$ cat src/rtl/multi_alarm_ctrl.sv
// multi_alarm_ctrl: N_ALARM BCD mm:ss alarm slots, per-second match, lowest-index ring arbitration, snooze/timeout/minigame handshake.
// State and outputs update one cycle after their cause (rd_time is combinational); no backpressure, pulses act in the cycle they arrive.
module multi_alarm_ctrl #(
  parameter  int N_ALARM        = 4,
  parameter  int SNOOZE_MIN     = 5,
  parameter  int RING_TIMEOUT_S = 60,
  localparam int IDX_W          = $clog2(N_ALARM)
) (
  input  logic               MCLK,
  input  logic               RESET,
  input  logic               tick_1s,
  input  logic [15:0]        cur_time,
  input  logic               master_en,
  input  logic               wr_en,
  input  logic [IDX_W-1:0]   wr_idx,
  input  logic [15:0]        wr_time,
  input  logic               wr_arm,
  input  logic               btn_enter,
  input  logic               btn_snooze,
  input  logic               game_done,
  input  logic [IDX_W-1:0]   rd_idx,
  output logic [15:0]        rd_time,
  output logic [N_ALARM-1:0] armed,
  output logic [N_ALARM-1:0] pending,
  output logic               ring,
  output logic [IDX_W-1:0]   ring_idx,
  output logic               game_start,
  output logic               game_en,
  output logic               wr_err
);

  typedef enum logic [1:0] {S_IDLE, S_RING, S_GAME} state_t;

  state_t             r_state;
  logic [15:0]        r_time     [N_ALARM];
  logic [15:0]        r_snz_time [N_ALARM];
  logic [N_ALARM-1:0] r_armed;
  logic [N_ALARM-1:0] r_snoozed;
  logic [N_ALARM-1:0] r_pending;
  logic [IDX_W-1:0]   r_ring_idx;
  logic [7:0]         r_cnt;
  logic               r_ring;
  logic               r_game_en;
  logic               r_game_start;
  logic               r_wr_err;

  state_t             w_state_nxt;
  logic [15:0]        w_time_nxt     [N_ALARM];
  logic [15:0]        w_snz_time_nxt [N_ALARM];
  logic [N_ALARM-1:0] w_armed_nxt;
  logic [N_ALARM-1:0] w_snz_nxt;
  logic [N_ALARM-1:0] w_pend_nxt;
  logic [N_ALARM-1:0] w_match;
  logic [IDX_W-1:0]   w_ring_idx_nxt;
  logic [IDX_W-1:0]   w_low_idx;
  logic [7:0]         w_cnt_nxt;
  logic               w_start;
  logic               w_wr_ok;
  logic               w_hit_ring;
  logic [7:0]         w_ring_sec;
  logic [6:0]         w_min_bin;
  logic [6:0]         w_min_add;
  logic [6:0]         w_min_mod;
  logic [15:0]        w_snz_val;
  logic [15:0]        w_rd_time;

  assign w_wr_ok = wr_en && (wr_time[15:12] <= 4'd5) && (wr_time[11:8] <= 4'd9) &&
                   (wr_time[7:4] <= 4'd5) && (wr_time[3:0] <= 4'd9);
  assign w_hit_ring = w_wr_ok && (wr_idx == r_ring_idx) && (r_state != S_IDLE);

  always_comb begin
    w_match = '0;
    for (int i = 0; i < N_ALARM; i++) begin
      w_match[i] = tick_1s & master_en & r_armed[i] &
                   ((r_snoozed[i] ? r_snz_time[i] : r_time[i]) == cur_time);
    end
  end

  // Snooze target: current minute plus SNOOZE_MIN in binary, wrapped at 60, back to BCD; seconds from the stored alarm.
  always_comb begin
    w_ring_sec = '0;
    w_rd_time  = '0;
    for (int i = 0; i < N_ALARM; i++) begin
      if (r_ring_idx == IDX_W'(i)) w_ring_sec = r_time[i][7:0];
      if (rd_idx == IDX_W'(i))     w_rd_time  = r_time[i];
    end
    w_min_bin = 7'(cur_time[15:12]) * 7'd10 + 7'(cur_time[11:8]);
    w_min_add = w_min_bin + 7'(SNOOZE_MIN);
    w_min_mod = (w_min_add >= 7'd60) ? (w_min_add - 7'd60) : w_min_add;
    w_snz_val = {4'(w_min_mod / 7'd10), 4'(w_min_mod % 7'd10), w_ring_sec};
  end

  always_comb begin
    w_pend_nxt     = r_pending | w_match;
    w_snz_nxt      = r_snoozed;
    w_armed_nxt    = r_armed;
    w_time_nxt     = r_time;
    w_snz_time_nxt = r_snz_time;
    w_state_nxt    = r_state;
    w_ring_idx_nxt = r_ring_idx;
    w_cnt_nxt      = r_cnt;
    w_start        = 1'b0;
    w_low_idx      = '0;

    for (int i = 0; i < N_ALARM; i++) begin
      if (w_wr_ok && (wr_idx == IDX_W'(i))) begin
        w_time_nxt[i]  = wr_time;
        w_armed_nxt[i] = wr_arm;
        w_snz_nxt[i]   = 1'b0;
        w_pend_nxt[i]  = 1'b0;
      end
    end

    // IDLE arbitrates on this cycle's matches too, so ring rises together with the pending bit.
    for (int i = N_ALARM - 1; i >= 0; i--) begin
      if (w_pend_nxt[i]) w_low_idx = IDX_W'(i);
    end

    if (!master_en) begin
      w_pend_nxt  = '0;
      w_state_nxt = S_IDLE;
    end else begin
      case (r_state)
        S_IDLE: begin
          if (|w_pend_nxt) begin
            w_state_nxt    = S_RING;
            w_ring_idx_nxt = w_low_idx;
            w_cnt_nxt      = '0;
          end
        end
        S_RING: begin
          if (w_hit_ring) begin
            w_state_nxt = S_IDLE;
          end else if (btn_enter) begin
            w_state_nxt = S_GAME;
            w_start     = 1'b1;
          end else if (btn_snooze) begin
            w_snz_time_nxt[r_ring_idx] = w_snz_val;
            w_snz_nxt[r_ring_idx]      = 1'b1;
            w_pend_nxt[r_ring_idx]     = 1'b0;
            w_state_nxt                = S_IDLE;
          end else if (tick_1s) begin
            if ((r_cnt + 8'd1) == 8'(RING_TIMEOUT_S)) begin
              w_pend_nxt[r_ring_idx] = 1'b0;
              w_snz_nxt[r_ring_idx]  = 1'b0;
              w_state_nxt            = S_IDLE;
            end else begin
              w_cnt_nxt = r_cnt + 8'd1;
            end
          end
        end
        S_GAME: begin
          if (w_hit_ring) begin
            w_state_nxt = S_IDLE;
          end else if (game_done) begin
            w_pend_nxt[r_ring_idx] = 1'b0;
            w_snz_nxt[r_ring_idx]  = 1'b0;
            w_state_nxt            = S_IDLE;
          end
        end
        default: w_state_nxt = S_IDLE;
      endcase
    end
  end

  always_ff @(posedge MCLK) begin
    if (RESET) begin
      for (int i = 0; i < N_ALARM; i++) begin
        r_time[i]     <= '0;
        r_snz_time[i] <= '0;
      end
      r_armed      <= '0;
      r_snoozed    <= '0;
      r_pending    <= '0;
      r_state      <= S_IDLE;
      r_ring_idx   <= '0;
      r_cnt        <= '0;
      r_ring       <= 1'b0;
      r_game_en    <= 1'b0;
      r_game_start <= 1'b0;
      r_wr_err     <= 1'b0;
    end else begin
      r_time       <= w_time_nxt;
      r_snz_time   <= w_snz_time_nxt;
      r_armed      <= w_armed_nxt;
      r_snoozed    <= w_snz_nxt;
      r_pending    <= w_pend_nxt;
      r_state      <= w_state_nxt;
      r_ring_idx   <= w_ring_idx_nxt;
      r_cnt        <= w_cnt_nxt;
      r_ring       <= (w_state_nxt == S_RING);
      r_game_en    <= (w_state_nxt == S_GAME);
      r_game_start <= w_start;
      r_wr_err     <= wr_en & ~w_wr_ok;
    end
  end

  assign rd_time    = w_rd_time;
  assign armed      = r_armed;
  assign pending    = r_pending;
  assign ring       = r_ring;
  assign ring_idx   = r_ring_idx;
  assign game_start = r_game_start;
  assign game_en    = r_game_en;
  assign wr_err     = r_wr_err;

endmodule

$ cat config.mk
export PLATFORM = sky130hd
export DESIGN_NAME = multi_alarm_ctrl
export DESIGN_NICKNAME = d
export VERILOG_FILES = /design/src/rtl/multi_alarm_ctrl.sv
export SDC_FILE = /design/constraint.sdc
export NUM_CORES = 1
export LEC_CHECK = 0
export ABC_AREA = 1
export CAP_MARGIN = 15
export CORE_UTILIZATION = 30
export CTS_CLUSTER_DIAMETER = 60
export DETAILED_ROUTE_END_ITERATION = 6
export GPL_ROUTABILITY_DRIVEN = 0
export PLACE_DENSITY = 0.48
export SLEW_MARGIN = 10
export SYNTH_ARGS = -nofsm -noshare
export SYNTH_HDL_FRONTEND = slang
export SYNTH_SLANG_ARGS = --single-unit
export TNS_END_PERCENT = 100
$ cat constraint.sdc
create_clock -name MCLK -period 11.85 [get_ports MCLK]
set_input_delay 1.7775 -clock MCLK [delete_from_list [all_inputs] [get_ports MCLK]]
set_output_delay 1.7775 -clock MCLK [all_outputs]
set_load 0.03 [all_outputs]
Word-level counts from Yosys, hierarchy flattened
Index checks and enable logic that the tools add are counted.

storage, ports and cells
  word-level logic and storage cells = 172
  output and inout port bits = 30
  bits in registers = 156
  bits of input ports = 45

operators by class
  reduce and logical (&&, ||, !) cells = 24
  $lt $le $gt $ge = 9
  divide/modulo/power cells = 2
  $add $sub $neg = 4
  $mul = 1
  equality and inequality tests = 25
  multiplexer cells = 65
  bitwise gates (word level) = 21

operators by type and width
  cell                   count
  $mux W16               9
  $mux W8                10
  $bwmux W64             1
  $eq A16 B16 Y1         4
  $mux W4                15
  $demux W16 S2          1
  $mux W2                13
  $eq A2 B2 Y1 const B   8
  $pmux W4 S2            2
  $pmux W8 S2            1
  $logic_and A1 B1 Y1    12
  $ne A2 B2 Y1 const B   6
  $and A1 B1 Y1          10
  $eq A2 B1 Y1 const B   5
  $mux W1                10
  $add A8 B1 Y8 const B  1
  $and A4 B4 Y4          2
  $eq A8 B6 Y1 const B   1
  $le A4 B3 Y1 const B   2
  $le A4 B4 Y1 const B   2
  $logic_not A2 Y1       4
  $or A4 B4 Y4           2
  $reduce_and A8 Y1      1
  $reduce_or A4 Y1       2
  22 further kinds       27

Logic depth before layout (Yosys ltp)
  word-level depth = 15
  gate-level depth with buffers = 36
  depth with buffers taken out = 36

Worst setup path after synthesis
Ideal clock, no wire load.

  path kind = input to register
  start = input cur_time[12]
  end = register r_snz_time[10] (netlist bit)
  arrival = 5,131 ps
  path buffers = 0
  library setup time = 109 ps
  required time = 11,741 ps
  stages = 32
  setup slack = 6,610 ps
  cells stage by stage = ha_1 ha_1 ha_1 inv_1 nand2_1 nand2_1 inv_1 ha_1 nand2_1 inv_1 nand3_2 nand2_4 nand2_1 nand2_2 inv_2 a21oi_1 nand2_2 nand3_2 nand2_2 nand2_2 nand2_2 nand2_2 nand2_1 nand2_1 inv_1 ha_1 inv_1 nand3_2 nand4_1 nand3_1 nand2_1 inv_1

between the ends
  cells in the longest elaborated chain, start to end = 7
  elaborated cells on any way between the ends = 8
  classes of those cells = add/sub: 3; mul: 1; div: 1; order compare: 1; mux: 2

RTL lines
  item                                           line  source
  from (decl)                                    12    input logic [15:0] cur_time,
  $mul A4 B3 Y6 (*)                              87    w_min_bin = 7'(cur_time[15:12]) * 7'd10 + 7'(cur_time[11:8]);
  $add A7 B4 Y7 (*)                              87
  $add A7 B3 Y7 (*)                              88    w_min_add = w_min_bin + 7'(SNOOZE_MIN);
  $sub A7 B6 Y7 or $ge A7 B6 Y1 (tied branches)  89    w_min_mod = (w_min_add >= 7'd60) ? (w_min_add - 7'd60) : w_min_add;
  $mux W7 (*)                                    89
  $mod A7 B4 Y7 (*)                              90    w_snz_val = {4'(w_min_mod / 7'd10), 4'(w_min_mod % 7'd10), w_ring_sec};
  $bwmux W64 (*)                                 138   w_snz_time_nxt[r_ring_idx] = w_snz_val;
  to (signal assigned)                           184   r_snz_time <= w_snz_time_nxt;
  to (decl)                                      36    logic [15:0] r_snz_time [N_ALARM];

Mark *: on every way between the ends. The rest lies on a longest branch, timed or not.
A chain may end at the register's enable or synchronous reset.

Worst setup path in the final report
  start = input rd_idx[0]
  end = output rd_time[15]

between the ends
  cells in the longest elaborated chain, start to end = 5
  elaborated cells on any way between the ends = 8
  classes of those cells = eq/ne: 3; mux: 4; reduce/logical: 1

RTL lines
  item                    line  source
  from (decl)             21    input logic [IDX_W-1:0] rd_idx,
  $logic_not A2 Y1        85    if (rd_idx == IDX_W'(i)) w_rd_time = r_time[i];
  $mux W16 (3 in series)  85
  $mux W16 (*)            85
  to (decl)               22    output logic [15:0] rd_time,

Marked as above.

==> flow_metrics.tcl <==
set metrics [dict create \
    synth_edf_count 0 \
    skew_ps 18.9 \
    syn_nets 1350 \
    via_per_inst 5.12 \
    syn_to_final_growth_pct 19.1 \
    hold_viol 0 \
    ir_worst_vdd_mv 0.101 \
    post-place-ws_ps 5480 \
    crit_chain "clkdlybuf4s50_1 > nand2_1 > o22ai_1 > a21oi_1 > o21ai_0 > clkdlybuf4s50_1" \
    switchingPower_mw 0.487 \
    routedWlPerCell_um 19.2 \
    grt_use_total 0.225 \
    cts_tree "yes" \
    drt_iter0_drc 647 \
    avgSynthCellArea_sq_um 6.82 \
    multi_input_area_sq_um 4690 \
    outcome "complete, no violations" \
    period_share 0.518 \
    cts_hold_buf 0 \
    cts.repair.resized 0 \
    path_delay_family "buffers and inverters" \
    rsz0062_at_grt "false" \
    switching_share 0.341 \
    first_pass_iters 5 \
    hpwl_um 24100 \
    maxCapViolCount 0 \
    cts_setup_buffers 0 \
    overflow 0 \
    critPathMaxFanout 16 \
    layout_setup_ws_ps 5720 \
    final_net_count 1396 \
    hp-class "reg -> reg" \
    combPwrFrac 0.237 \
    crit_path_start_kind "input pin" \
    num_vias 8846 \
    crit_cells 6 \
    drt_wl_total_um 33200 \
    endpoint_kind "primary output" \
    leakage_nw 4.10 \
    clock-sinks 156 \
    cts-htree-levels 4 \
    grt_max_degree 67 \
    final_common_cell "o21ai_0" \
    crit_top_cell "clkdlybuf4s50_1" \
    fillers 3123 \
    power.density_nw_per_um2 137 \
    regArea_sq_um 3120 \
    drc 0 \
    synthCells 1284 \
    relSlewSlack 0.286 \
    power_frac_seq 0.369 \
    synthArstFlopShare 0 \
    io_pins 75 \
    cts_buffers 17 \
    wl_met2_um 15700 \
    grt_pass1_vias 8473 \
    antenna_found_initial 0 \
    initial_utilization 0.305 \
    reg2reg_depth 14 \
    die_area_sq_um 29900 \
    critical_path_arrival_ps 4360 \
    grt_pass1_wl_um 50900 \
    fin_crit_ps 6130 \
    path_buf_inv 2 \
    ys.warnings.count 0 \
    diodes 0 \
    crit_path_top_delay_cell "clkdlybuf4s50_1" \
    finalSetupTns_ps 0 \
    drtAntennaViolNets 0 \
    slew_viol_final 0 \
    core_area_sq_um 28700 \
    final_cell_mix "o21ai_0, inv_1, nand2_1" \
    clk_path_buf_depth 2 \
    fin_util 0.363 \
    worstSkewPairLatency_ps 450 \
    synth_flop_cell "dfxtp_1" \
    critPathMaxStageDelay_ps 780 \
    total_power_mw 1.43 \
    p_clk_frac 0.394 \
    wl_met3_um 1700 \
    die_height_um 173 \
    worstHoldPathCells 2 \
    die_x_um 173 \
    seq_area_frac_synth 0.357 \
    cts_root_buf "clkbuf_16" \
    worstPathRequired_ps 10070 \
    port_buffers 74 \
    met1Wirelength_um 15100 \
    hold_ws_ps 454 \
    internal-power_mw 0.939 \
    row_count 62 \
    highest_layer "met4" \
    final-setup-viol-count 0 \
    crit_type "in -> out" \
    layout-drive-gt1-share 0.0625 \
    yosys_register_bits 156 \
    synth_cell_type_count 48 \
    fmax_ghz 0.163 \
    tightest_slew_ps 1070 \
    syn-cell-area_sq_um 8750 \
    path_clk_slew_ps 70 \
]
==> area by class of cell <==
type	count	area share
Multi-Input combinational cell	881	0.450
Sequential cell	156	0.300
Timing Repair Buffer	88	0.0811
Inverter	186	0.0670
Tap cell	384	0.0461
Clock buffer	19	0.0435
Clock inverter	13	0.0126
==> per-layer routing <==
metal	vias up	GRT usage
met5	-	0
met4	0	0.0653
met3	53	0.0420
met2	273	0.379
met1	4113	0.290
li1	4407	-
==> registers in the layout, summed over array words and instances (netlist names) <==
register	count
r_cnt	8
game_en	1
armed	4
ring_idx	2
r_time	64
r_snoozed	4
pending	4
ring	1
r_state	2
wr_err	1
game_start	1
r_snz_time	64
==> power groups by stage <==
stage          clock [mW]  sequential [mW]  combinational, mW
6_report            0.561            0.527              0.338
5_1_grt             0.586            0.526              0.378
4_1_cts             0.569            0.527              0.336
3_5_place_dp            0            0.539              0.335
3_3_place_gp            0            0.539              0.331
2_1_floorplan           0            0.539              0.250
==> cell usage after synthesis, types with 4 or more instances <==
| master | n | area share |
|---|---|---|
| nand3b_1 | 5 | 0.0043 |
| nand3_1 | 47 | 0.027 |
| nand2_2 | 15 | 0.011 |
| o211a_1 | 5 | 0.0057 |
| nor2_1 | 95 | 0.041 |
| ha_1 | 19 | 0.027 |
| dfxtp_1 | 156 | 0.36 |
| nor3_1 | 20 | 0.011 |
| o22ai_1 | 32 | 0.023 |
| xor2_1 | 30 | 0.030 |
| a21oi_1 | 145 | 0.083 |
| a221oi_1 | 8 | 0.0080 |
| inv_1 | 179 | 0.077 |
| inv_2 | 4 | 0.0017 |
| nand3_2 | 5 | 0.0057 |
| nand2_1 | 168 | 0.072 |
| a311oi_1 | 5 | 0.0050 |
| clkbuf_1 | 47 | 0.020 |
| nor4_1 | 5 | 0.0036 |
| nand4_1 | 12 | 0.0086 |
| o211ai_1 | 4 | 0.0034 |
| o21ai_0 | 214 | 0.12 |
| buf_2 | 12 | 0.0069 |
| o21ai_1 | 7 | 0.0040 |
==> cell families (layout without fill, tap and decap cells) <==
kind of cell | count (synthesis) | after routing | synth area share
and+or+nand+nor | 386 | 386 | 0.198
adders and majority gates | 21 | 21 | 0.0317
DFF | 156 | 156 | 0.357
AOI/OAI and AO/OA | 440 | 440 | 0.272
muxes | 1 | 1 | 0.00114
buffers and inverters | 247 | 306 | 0.108
xor gates and xnor gates | 33 | 33 | 0.0330
==> worst reg2reg max path: stages (launching register included) <==
cell and delay (ps):
dfxtp_1 310, buf_4 360, mux2i_1 500, o22ai_1 130, nor3_1 270, nand3_1 120, o31ai_1 390, nand2_1 190
nand2_1 130, nor2_1 70, nand2_1 100, nand2_1 150, inv_1 260, o21ai_0 140, o211a_1 120
==> through the flow <==
stage	std cells	area [sq um]
2_1_floorplan	1284	8750
3_3_place_gp	1695	9840
3_5_place_dp	1695	9840
4_1_cts	1727	10400
5_1_grt	1727	10400
6_report	1727	10400
==> path summary, 6_finish.rpt <==
check                              startpoint                          end  slack [ps]
setup / recovery                    rd_idx[0]                  rd_time[15]        5720
hold / removal    r_snz_time[20]$_SDFFE_PP0P_  r_snz_time[20]$_SDFFE_PP0P_         450
setup reg to reg      r_snoozed[2]$_SDFF_PP0_        r_cnt[7]$_SDFFE_PP0P_        8500
hold reg to reg   r_snz_time[20]$_SDFFE_PP0P_  r_snz_time[20]$_SDFFE_PP0P_         450
Note: power is estimated with default switching activity, not from simulation.
==> RTL change (same flow settings) <==
Register the input `wr_time` before use, with the module's reset. The logic sees it one clock later. The other inputs are not delayed to match.
--- a/src/rtl/multi_alarm_ctrl.sv
+++ b/src/rtl/multi_alarm_ctrl.sv
@@ -33,2 +33,12 @@
 
+  logic [15:0] wr_time_q;
+
+  always_ff @(posedge MCLK) begin
+    if (RESET) begin
+      wr_time_q <= '0;
+    end else begin
+      wr_time_q <= wr_time;
+    end
+  end
+
   state_t             r_state;
@@ -66,4 +76,4 @@
 
-  assign w_wr_ok = wr_en && (wr_time[15:12] <= 4'd5) && (wr_time[11:8] <= 4'd9) &&
-                   (wr_time[7:4] <= 4'd5) && (wr_time[3:0] <= 4'd9);
+  assign w_wr_ok = wr_en && (wr_time_q[15:12] <= 4'd5) && (wr_time_q[11:8] <= 4'd9) &&
+                   (wr_time_q[7:4] <= 4'd5) && (wr_time_q[3:0] <= 4'd9);
   assign w_hit_ring = w_wr_ok && (wr_idx == r_ring_idx) && (r_state != S_IDLE);
@@ -106,3 +116,3 @@
       if (w_wr_ok && (wr_idx == IDX_W'(i))) begin
-        w_time_nxt[i]  = wr_time;
+        w_time_nxt[i]  = wr_time_q;
         w_armed_nxt[i] = wr_arm;
Check against the original RTL: not equivalent (a bounded check fails within 4 cycles, from zero or initial values and one cycle with RESET high).
==> RTL change against the unedited design <==
- final cell count is 3.9% higher
- cell area is 7.2% higher
- setup slack better by 150 ps
- sequential cell count is 16 higher
- count of clock-buffer cells in the layout is 2 higher
- total power is 16% higher
- area after synthesis is 8.0% higher
- die area is 7.9% higher
- routed wire length is 5.5% higher
- first-iteration DRC count is 13% higher
- critical path type is now primary input to flop
==> RTL change: results (changes against the unedited design) <==
run_status:
  status: "completed"
pwr:
  p_leak_nw: 4.51  # +10%
  power_switching_uw: 572  # +18%
  vdd_drop_max_mv: 0.0720  # -28%
critical_path:
  timing.rr.end: "r_snz_time[4]$_SDFFE_PP0P_"
  critPathArrivalTime_ps: 6330  # +1970 ps
  worst-r2r-setup-slack_ps: 8260  # -240 ps
  crit_path_max_incr_delay_ps: 750  # -30 ps
  crit_fanout: 10  # -6
  crit_family: "simple AND/OR/NAND/NOR gates"
  r2r_start: "wr_time_q[11]$_SDFF_PP0_"
timing:
  hold_slack_ps: 454  # +0.234 ps
  finClkSkew_ps: 7.86  # -11.0 ps
yosys:
  ys_seq_area_frac: 0.364  # +0.00739
  synth_nets: 1410  # +4.4%
  synth_area_leaders: "dfxtp_1 (36%), o21ai_0 (11%), inv_1 (7.7%)"
  synth_cell_types: 57  # +19%
  synthTopCellsByCount: "o21ai_0 (206), inv_1 (194), nand2_1 (177), dfxtp_1 (172), a21oi_1 (128)"
hold_path:
  min_to: "r_snz_time[19]$_SDFFE_PP0P_"
  holdCritStartpoint: "r_snz_time[19]$_SDFFE_PP0P_"
grt:
  grt_util_met1: 0.300  # +0.00952
  grt_pass1_vias: 8852  # +4.5%
  grt_pass1_wl_mm: 54.3  # +6.8%
  track_usage: 0.221  # -0.00382
  grt_max_degree: 81  # +21%
  grtUsageMet3: 0.0296  # -0.0124
  met2_usage: 0.365  # -0.0142
final_layout:
  fill_cells: 3229  # +3.4%
  nets: 1453  # +4.1%
  reg_top3: "r_snz_time: 64 flops, r_time: 64 flops, wr_time_q: 16 flops"
routing:
  drt_iter0_markers: 733  # +13%
  routed_wl_mm: 35.0  # +5.5%
  vias: 9188  # +3.9%
placed_design:
  hpwlAfterDp_mm: 25.6  # +6.2%
==> RTL change: layer usage <==
metal	routed length, um	part of all wire
met5	0	0
met4	667	0.019
met3	1610	0.046
met2	16300	0.46
met1	16500	0.47
==> RTL change: worst max-delay path by stage <==
| stage | startpoint | endpoint | slack [ps] | cells past startpoint |
|---|---|---|---|---|
| after floorplan | cur_time[13] | r_snz_time[58]$_SDFFE_PP0P_ | 6460 | 33 |
| after global placement | cur_time[13] | r_snz_time[9]$_SDFFE_PP0P_ | 5480 | 32 |
| after detailed placement | cur_time[13] | r_snz_time[57]$_SDFFE_PP0P_ | 5410 | 32 |
| after CTS | cur_time[13] | r_snz_time[42]$_SDFFE_PP0P_ | 5870 | 32 |
| after global routing | cur_time[13] | r_snz_time[26]$_SDFFE_PP0P_ | 5440 | 34 |
| final | cur_time[13] | r_snz_time[57]$_SDFFE_PP0P_ | 5860 | 32 |
==> RTL change: power groups by stage <==
stage	Clock (mW)	Sequential (mW)	Combinational [mW]
floorplan	0	0.607	0.357
global placement	0	0.612	0.454
detailed placement	0	0.612	0.460
CTS	0.606	0.598	0.462
global route	0.635	0.599	0.510
finish	0.599	0.599	0.459
==> RTL change: through the flow <==
| stage | utilization | instance area, sq um | worst slack [ps] | instances |
|---|---|---|---|---|
| 6_report | 0.362 | 11200 | 5860 | 1795 |
| 5_1_grt | 0.362 | 11200 | 5440 | 1795 |
| 4_1_cts | 0.362 | 11200 | 5870 | 1795 |
| 3_5_place_dp | 0.342 | 10600 | 5410 | 1763 |
| 3_3_place_gp | 0.342 | 10600 | 5480 | 1763 |
| 2_1_floorplan | - | 9460 | 6460 | 1343 |
==> RTL change: logic make-up after synthesis <==
logic type / after synthesis / synth area share
and+or+nand+nor: 419 / 0.213
DFF: 172 / 0.364
xor gates and xnor gates: 34 / 0.0315
muxes: 1 / 0.00106
AOI/OAI and AO/OA: 429 / 0.253
buffers and inverters: 266 / 0.106
adders and majority gates: 22 / 0.0307
==> RTL change: layout make-up <==
class / count / area share
well taps: 396 / 0.0443
clock inverters: 11 / 0.0143
clock buffers: 21 / 0.0412
inverters: 201 / 0.0675
flip-flops and latches: 172 / 0.308
multi-input cells: 905 / 0.448
repair buffers: 89 / 0.0759
==> RTL change: tightest hold or removal path, cell delays in order, from the launching register on <==
cell	delay [ps]
dfxtp_1	300
inv_1	60
a21oi_1	50
